<file path="src/rtl/remap_pkg.sv">
// remap_pkg: shared pixel and packed-word types for the remap_v2 output stage
//   rgb565_t            : 16-bit RGB565 colour
//   interp_pixel_t      : interpolator output {gray/out-of-bounds flag, RGB565}
//   packed_word_t       : FIFO entry {last_of_frame, sop, eol, four packed pixels}
//   GRAY_RGB565_DEFAULT : fill colour substituted for flagged pixels
package remap_pkg;
    typedef logic [15:0] rgb565_t;
    typedef struct packed {
        logic    gray;
        rgb565_t rgb;
    } interp_pixel_t;
    typedef struct packed {
        logic        last_of_frame;
        logic        sop;
        logic        eol;
        logic [63:0] data;
    } packed_word_t;
    localparam rgb565_t GRAY_RGB565_DEFAULT = 16'h8410;
endpackage

</file>
<file path="src/rtl/remap_sync_fifo.sv">
// remap_sync_fifo: show-ahead synchronous FIFO with pointer-difference level
//   clk, reset_n : clock, asynchronous active-low reset (clears storage too)
//   push, din    : write request and data (taken when not full, or full with a pop)
//   pop, dout    : read request and show-ahead head entry
//   full, empty  : status flags
//   level        : entries currently stored (0..DEPTH)
module remap_sync_fifo #(
    parameter int WIDTH = 67,
    parameter int DEPTH = 16,
    localparam int AW = $clog2(DEPTH)
) (
    input  logic             clk,
    input  logic             reset_n,
    input  logic             push,
    input  logic [WIDTH-1:0] din,
    input  logic             pop,
    output logic [WIDTH-1:0] dout,
    output logic             full,
    output logic             empty,
    output logic [AW:0]      level
);
    logic [WIDTH-1:0] mem [DEPTH];
    logic [AW:0] wr_ptr, rd_ptr;
    logic do_push, do_pop;
    assign level = wr_ptr - rd_ptr;
    assign empty = level == '0;
    // DEPTH is a power of two, so the level MSB alone marks full
    assign full = level[AW];
    assign do_pop = pop && !empty;
    // when full, the slot being written is the one being popped this edge
    assign do_push = push && (!full || do_pop);
    assign dout = mem[rd_ptr[AW-1:0]];
    always_ff @(posedge clk or negedge reset_n) begin
        if (!reset_n) begin
            wr_ptr <= '0;
            rd_ptr <= '0;
            for (int i = 0; i < DEPTH; i++) mem[i] <= '0;
        end else begin
            if (do_push) mem[wr_ptr[AW-1:0]] <= din;
            wr_ptr <= wr_ptr + {{AW{1'b0}}, do_push};
            rd_ptr <= rd_ptr + {{AW{1'b0}}, do_pop};
        end
    end
endmodule

</file>
<file path="src/rtl/remap_pixel_packer.sv">
// remap_pixel_packer: gray-fill substitution, 4-pixel packing, line/frame tagging, output FIFO
//   clk, reset_n        : clock, asynchronous active-low reset
//   frame_start         : realigns lane/x/y to frame start, drops any partial word
//   pixel_in(_valid)    : {gray, RGB565} stream, no backpressure
//   word_out(_sop/_eol) : packed word, pixel k at [16k+15:16k], with frame/line tags
//   word_out_valid/ready: output handshake
//   frame_done          : high while the last word of a frame is accepted
//   overflow(_clear)    : sticky word-dropped flag and its clear
//   fifo_level          : words buffered
module remap_pixel_packer
    import remap_pkg::*;
#(
    parameter int      LINE_PIXELS = 1440,
    parameter int      FRAME_LINES = 1440,
    parameter int      FIFO_DEPTH  = 16,
    parameter rgb565_t GRAY_RGB565 = GRAY_RGB565_DEFAULT
) (
    input  logic                          clk,
    input  logic                          reset_n,
    input  logic                          frame_start,
    input  logic [16:0]                   pixel_in,
    input  logic                          pixel_in_valid,
    output logic [63:0]                   word_out,
    output logic                          word_out_sop,
    output logic                          word_out_eol,
    output logic                          word_out_valid,
    input  logic                          word_out_ready,
    output logic                          frame_done,
    output logic                          overflow,
    input  logic                          overflow_clear,
    output logic [$clog2(FIFO_DEPTH):0]   fifo_level
);
    localparam int WPL = LINE_PIXELS / 4;
    localparam int XW = $clog2(WPL + 1);
    localparam int YW = $clog2(FRAME_LINES + 1);
    localparam logic [XW-1:0] LAST_X = XW'(WPL - 1);
    localparam logic [YW-1:0] LAST_Y = YW'(FRAME_LINES - 1);
    interp_pixel_t px;
    rgb565_t pix;
    logic [1:0] lane, lane_e;
    logic [XW-1:0] x_word, x_e;
    logic [YW-1:0] y, y_e;
    logic [47:0] assembly;
    logic last_lane, eol, pop, full, empty;
    packed_word_t push_word, head;
    assign px = pixel_in;
    // *_e are the positions this cycle's pixel lands on; frame_start forces them to origin
    always_comb begin
        pix = px.gray ? GRAY_RGB565 : px.rgb;
        lane_e = frame_start ? 2'd0 : lane;
        x_e = frame_start ? '0 : x_word;
        y_e = frame_start ? '0 : y;
        last_lane = pixel_in_valid && lane_e == 2'd3;
        eol = x_e == LAST_X;
        push_word.last_of_frame = eol && y_e == LAST_Y;
        push_word.sop = x_e == '0 && y_e == '0;
        push_word.eol = eol;
        push_word.data = {pix, assembly};
        pop = word_out_valid && word_out_ready;
    end
    always_ff @(posedge clk or negedge reset_n) begin
        if (!reset_n) begin
            assembly <= '0;
            lane <= '0;
            x_word <= '0;
            y <= '0;
            overflow <= 1'b0;
        end else begin
            if (pixel_in_valid && !last_lane) assembly[16*lane_e +: 16] <= pix;
            lane <= pixel_in_valid ? lane_e + 2'd1 : lane_e;
            // counters advance even when the word is dropped so geometry stays aligned
            x_word <= last_lane ? (eol ? '0 : x_e + 1'b1) : x_e;
            y <= (last_lane && eol) ? (y_e == LAST_Y ? '0 : y_e + 1'b1) : y_e;
            overflow <= (last_lane && full && !pop) || (overflow && !overflow_clear);
        end
    end
    remap_sync_fifo #(
        .WIDTH($bits(packed_word_t)),
        .DEPTH(FIFO_DEPTH)
    ) u_fifo (
        .clk(clk),
        .reset_n(reset_n),
        .push(last_lane),
        .din(push_word),
        .pop(pop),
        .dout(head),
        .full(full),
        .empty(empty),
        .level(fifo_level)
    );
    assign word_out = head.data;
    assign word_out_sop = head.sop;
    assign word_out_eol = head.eol;
    assign word_out_valid = !empty;
    assign frame_done = pop && head.last_of_frame;
endmodule
</file>
<file path="config.mk">
export PLATFORM = sky130hd
export DESIGN_NAME = remap_pixel_packer
export DESIGN_NICKNAME = d
export VERILOG_FILES = /design/src/rtl/remap_pkg.sv /design/src/rtl/remap_sync_fifo.sv /design/src/rtl/remap_pixel_packer.sv
export SDC_FILE = /design/constraint.sdc
export NUM_CORES = 2
export LEC_CHECK = 0
export BUFFER_PORTS_ARGS = -buffer_cell sky130_fd_sc_hd__buf_2
export CORE_UTILIZATION = 57
export CTS_BUF_LIST = sky130_fd_sc_hd__clkbuf_16
export CTS_CLUSTER_DIAMETER = 40
export CTS_CLUSTER_SIZE = 10
export DETAILED_ROUTE_END_ITERATION = 8
export HOLD_SLACK_MARGIN = 0.15
export PLACE_DENSITY_LB_ADDON = 0.05
export SKIP_CTS_REPAIR_TIMING = 1
export SYNTH_ARGS = -nofsm -noshare
export SYNTH_HDL_FRONTEND = slang
export SYNTH_HIERARCHICAL = 1
export SYNTH_SLANG_ARGS = --single-unit
</file>
<file path="constraint.sdc">
create_clock -name clk -period 4.2 [get_ports clk]
set_clock_uncertainty 0.1 [all_clocks]
set_input_delay 0.63 -clock clk [delete_from_list [all_inputs] [get_ports clk]]
set_output_delay 0.63 -clock clk [all_outputs]
set_load 0.01 [all_outputs]
</file>
## Word level (Yosys, flattened, before mapping)

Index checks and enable logic that the tools add are counted.

| cells by class | value |
|---|---|
| add/subtract/negate cells | 7 |
| magnitude comparators | 3 |
| equality and inequality tests | 3 |
| shift-type cells | 2 |
| muxes and demuxes | 16 |
| bitwise logic cells | 2 |
| reductions and logical operators | 23 |

Operators by type and width:

| cell | count |
|---|---|
| bitwise mux 1072 bit | 1 |
| binary-select mux 67 bit (select 4 bit) | 1 |
| demux 67 bit (select 4 bit) | 1 |
| 2-to-1 mux 67 bit | 3 |
| bitwise mux 48 bit | 1 |
| variable shift 16 x 34 -> 48 bit, first input constant | 1 |
| indexed part select 16 x 34 -> 48 bit | 1 |
| negation 6 -> 34 bit | 1 |
| 2-to-1 mux 11 bit | 3 |
| 2-to-1 mux 9 bit | 3 |
| 2-to-1 mux 16 bit | 1 |
| logical AND 1 bit | 13 |
| adder 11 x 1 -> 11 bit, second input constant | 1 |
| equality test 11 bit, second input constant | 1 |
| logical NOT 11 bit | 1 |
| adder 5 x 1 -> 5 bit | 2 |
| greater-or-equal comparator 5 bit, second input constant | 2 |
| inverter 4 -> 5 bit | 2 |
| adder 9 x 1 -> 9 bit, second input constant | 1 |
| equality test 9 bit, second input constant | 1 |
| logical NOT 9 bit | 1 |
| logical NOT 1 bit | 5 |
| logical NOT 5 bit | 1 |
| less-than comparator 5 x 1 -> 1 bit, second input constant | 1 |
| other kinds (5) | 7 |

| storage, ports and cells | value |
|---|---|
| register bits | 1153 |

## Longest topological paths before layout

| depth | value |
|---|---|
| word-level depth | 8 |
| gate-level depth with buffers | 18 |
| gate-level depth less buffers | 16 |

## Modules after synthesis

The synthesis kept the hierarchy.

Modules (own cells, without submodules):

| module | times used | cells each | area each (um^2) | seq. area each (um^2) |
|---|---|---|---|---|
| remap_sync_fifo | 1 | 2823 | 48489.0 | 27076.0 |
| remap_pixel_packer | 1 | 359 | 3309.4 | 1776.7 |

## Worst setup path before layout

OpenSTA, ideal clock, no wires.

| path | value |
|---|---|
| path kind | register to register |
| from | reg u_fifo.rd_ptr[2] |
| to | reg u_fifo/mem[907] (netlist name) |
| library setup time | 0.125 ns |
| arrival time | 4.042 ns |
| data required time | 3.975 ns |
| path slack | -0.067 ns |
| stages on the path, launching flop included | 17 |
| path buffers | 5 |
| cells stage by stage | dfrtp_1 -> clkinv_1 -> buf_2 -> buf_1 -> ha_1 -> a21oi_1 -> o21ai_0 -> xor2_1 -> nor4_1 -> nor2b_1 -> and4b_1 -> nor2_2 -> buf_6 -> nand4_2 -> buf_2 -> buf_2 -> mux2_2 |

| on the way | value |
|---|---|
| cells in the longest elaborated chain, start to end | 7 |
| elaborated cells between the ends (all ways) | 8 |
| those cells by class | add/sub: 1; reduce/logical: 7 |

Ends and longest elaborated chain:

| element | line | RTL |
|---|---|---|
| start: declaration | remap_sync_fifo.sv:23 | `logic [AW:0] wr_ptr, rd_ptr;` |
| start signal: assignment | remap_sync_fifo.sv:41 | `rd_ptr <= rd_ptr + {{AW{1'b0}}, do_pop};` |
| subtractor 5 bit | remap_sync_fifo.sv:25 | `assign level = wr_ptr - rd_ptr;` |
| net fifo_level[3] | remap_pixel_packer.sv:31 | `output logic [$clog2(FIFO_DEPTH):0] fifo_level` |
| logical NOT 5 bit | remap_sync_fifo.sv:26 | `assign empty = level == '0;` |
| net empty | remap_pixel_packer.sv:44 | `logic last_lane, eol, pop, full, empty;` |
| logical NOT 1 bit | remap_pixel_packer.sv:94 | `assign word_out_valid = !empty;` |
| logical AND 1 bit | remap_pixel_packer.sv:59 | `pop = word_out_valid && word_out_ready;` |
| net pop | remap_pixel_packer.sv:44 |  |
| logical AND 1 bit | remap_sync_fifo.sv:29 | `assign do_pop = pop && !empty;` |
| logical OR 1 bit | remap_sync_fifo.sv:31 | `assign do_push = push && (!full \|\| do_pop);` |
| logical AND 1 bit | remap_sync_fifo.sv:31 |  |
| end signal: indexed assignment | remap_sync_fifo.sv:39 | `if (do_push) mem[wr_ptr[AW-1:0]] <= din;` |
| end: declaration | remap_sync_fifo.sv:22 | `logic [WIDTH-1:0] mem [DEPTH];` |

The timed path passes the listed nets, and every way through them passes these cells.
A chain may end at the register's enable or synchronous reset.

## Final worst setup path

| path | value |
|---|---|
| from | reg u_fifo.rd_ptr[3] |
| to | out word_out[8] |

| on the way | value |
|---|---|
| cells in the longest elaborated chain, start to end | 4 |

Ends and longest elaborated chain:

| element | line | RTL |
|---|---|---|
| inverter 4 -> 5 bit (not written as such) | remap_sync_fifo.sv:32 | `assign dout = mem[rd_ptr[AW-1:0]];` |
| binary-select mux 67 bit (select 4 bit) | remap_sync_fifo.sv:32 |  |
| 2-to-1 mux 67 bit (not written as such) (2 in series) | remap_sync_fifo.sv:32 |  |
| end: declaration | remap_pixel_packer.sv:23 | `output logic [63:0] word_out,` |

Every way passes these cells. The select of a mux whose other input is x is not followed.

==> results.toml <==
[status]
status = "completed"

[yosys]
async_flop_share_pct = 100
syn_nets = 3222
synth_cell_types = 51
netlist_area_um2 = 51800
synth_edf_count = 0
synth_seq_cells = 1153
ys_warn_count = 6
ys_seq_area_share_pct = 55.7
synth.avg_cell_area_um2 = 16.3
synthFlopType = "dfrtp_1"
synth_cells = 3182

[floorplan]
core_area_um2 = 90000
die_height_um = 303
start_util_pct = 57.5
die_area_um2 = 92100
rows = 110
io_pins = 97
dieWidth_um = 303

[sta]
rsz0062_at_grt = "no"
max_slew_margin_pct = 5.15
hold_viol = 0
period_minus_slack_ps = 4130
min_period_over_period_pct = 98.4
slew_viol_final = 0
setup_violations = 0
max_freq_ghz = 0.242
tns_ps = 0
whs_ps = 187
worstMarginPinSlew_ps = 1420

[routing]
dr.pass1.iters = 5
ant_nets = 0
wl_met3_um = 5720
routed_wl_um = 130000
met2_length_um = 65000
vias = 28883
wl_per_cell_um = 28.4
dr.first_iter.drc_count = 1772
top_layer_used = "met5"
via_per_inst = 6.32
drc = 0
wl_met1_um = 55900

[finish]
final_cell_mix = "dfrtp_1, mux2_2, mux4_2"
area_growth_pct = 14.6
finish.net_count = 3329
mostFrequentLayoutCell = "dfrtp_1"
layout-drive-gt1-share_pct = 53.5

[worst_setup_path]
critPathRequiredTime_ps = 3470
slowest_stage = "buf_4"
critPathMaxStageDelay_ps = 850
arrival_ps = 3400
critPathLaunchType = "flip-flop"
cp-end-kind = "primary output"
crit_top_cell = "buf_4"
cp_max_fo = 39
r2r_cells = 15
path_cells = "buf_4 > buf_4 > mux4_2 > buf_2"
path_class = "reg -> out"

[power_and_ir_drop]
p_sw_mw = 7.81
p_leak_nw = 29.1
p_seq_share_pct = 39.8
powerDensity_nw_per_um2 = 488
ir_drop_mv = 1.03
switching_share_pct = 26.9
pwr-share-clk_pct = 44.9
p_int_mw = 21.2
power_frac_comb_pct = 15.4

[global_routing]
antenna_found_initial = 10
grt_usage_pct = 29.4
grt_start_max_net_pins = 151
grt-ovfl-total = 0
grt_pass1_wl_um = 200000
first_global_vias = 31543

[clocking]
cts_tree = "done"
cts.sinks = 1153
cts_buffers = 161
cts.path.max_buffers = 3
root_buffer = "clkbuf_16"
htreeDepth = 4
insertion_delay_ps = 740
path_clk_slew_ps = 50

[placed_design]
place.gp.congestion = 0.818
dp_hpwl_um = 74800
port_buffers = 96

[min_path]
hold_path.class = "in -> reg"
whs_path_depth = 2

[job]
drv_cap = 0
-- final cells by class --
type,count,area [µm²]
diodes,2,5.00
clock buffers,169,4230
repair buffers,222,2110
clock inverters,100,916
flip-flops and latches,1153,28900
inverters,35,136
fillers,6208,30600
well taps,1176,1470
multi-input cells,1716,21600
-- sequential cells by signal, summed over array words and instances (netlist names) --
name / cells
lane: 2
u_fifo/rd_ptr: 5
x_word: 9
overflow: 1
u_fifo/wr_ptr: 5
u_fifo/mem: 1072
assembly: 48
y: 11
-- cell families after synthesis --
logic type | after synthesis | synth area share, %
compound gates | 70 | 0.780
xor+xnor | 18 | 0.319
fa+ha+maj | 17 | 0.425
simple gates | 202 | 2.11
mux | 1409 | 37.9
flops | 1153 | 55.7
buf+inv | 313 | 2.75
-- stage by stage --
step                std cells  util (%)  worst slack, ps  total power [mW]  area, µm²
finish                   4573      66.0             66.4              29.0      59400
floorplan                3182         -             83.6              14.7      51800
detailed placement       4297      60.2              133              16.2      54200
global placement         4297      60.2              233              16.2      54200
CTS                      4566      65.9            -45.6              29.3      59300
global route             4573      66.0             9.93              30.1      59400
-- worst max-delay path, delay by kind of cell (launching register included) --
| family | cells | cell delay, ps |
|---|---|---|
| flip-flops | 1 | 430 |
| buffers and inverters | 3 | 1640 |
| multiplexers | 1 | 510 |
-- per-layer routing --
layer  GRT usage, %  vias up
met5              0        -
met3           5.19      242
met1           40.2    15863
met2           48.5      691
li1               -    12083
met4           8.54        4
-- power groups by stage --
stage | Sequential, mW | Clock [mW] | Combinational [mW]
3_3_place_gp | 11.7 | 0 | 4.53
3_5_place_dp | 11.7 | 0 | 4.52
5_1_grt | 11.6 | 13.8 | 4.75
2_1_floorplan | 11.6 | 0 | 3.16
6_report | 11.5 | 13.0 | 4.46
4_1_cts | 11.5 | 13.2 | 4.52
-- synthesized netlist by cell type, types with 15 or more instances --
library cell	n	area [µm²]
buf_2	124	621
clkbuf_1	121	454
dfrtp_1	1153	28900
ha_1	16	200
inv_1	34	128
mux2_1	66	743
mux2_2	1008	11400
mux4_2	335	7540
nand2_1	77	289
nand2b_1	15	93.8
nor2_1	17	63.8
o21ai_0	54	270
-- worst paths after layout --
| path | from | end | slack, ps |
|---|---|---|---|
| max in group asynchronous | reset_n | u_fifo/mem[1062] | 2250 |
| min in group asynchronous | reset_n | u_fifo/mem[823] | 520 |
| worst max register to register | u_fifo/wr_ptr[0] | u_fifo/mem[65] | 190 |
| worst min register to register | u_fifo/mem[24] | u_fifo/mem[24] | 380 |
| worst max-delay path | u_fifo/rd_ptr[3] | word_out[8] | 70 |
| worst min-delay path | pixel_in_valid | lane[0] | 190 |
(Power assumes the default switching activity.)
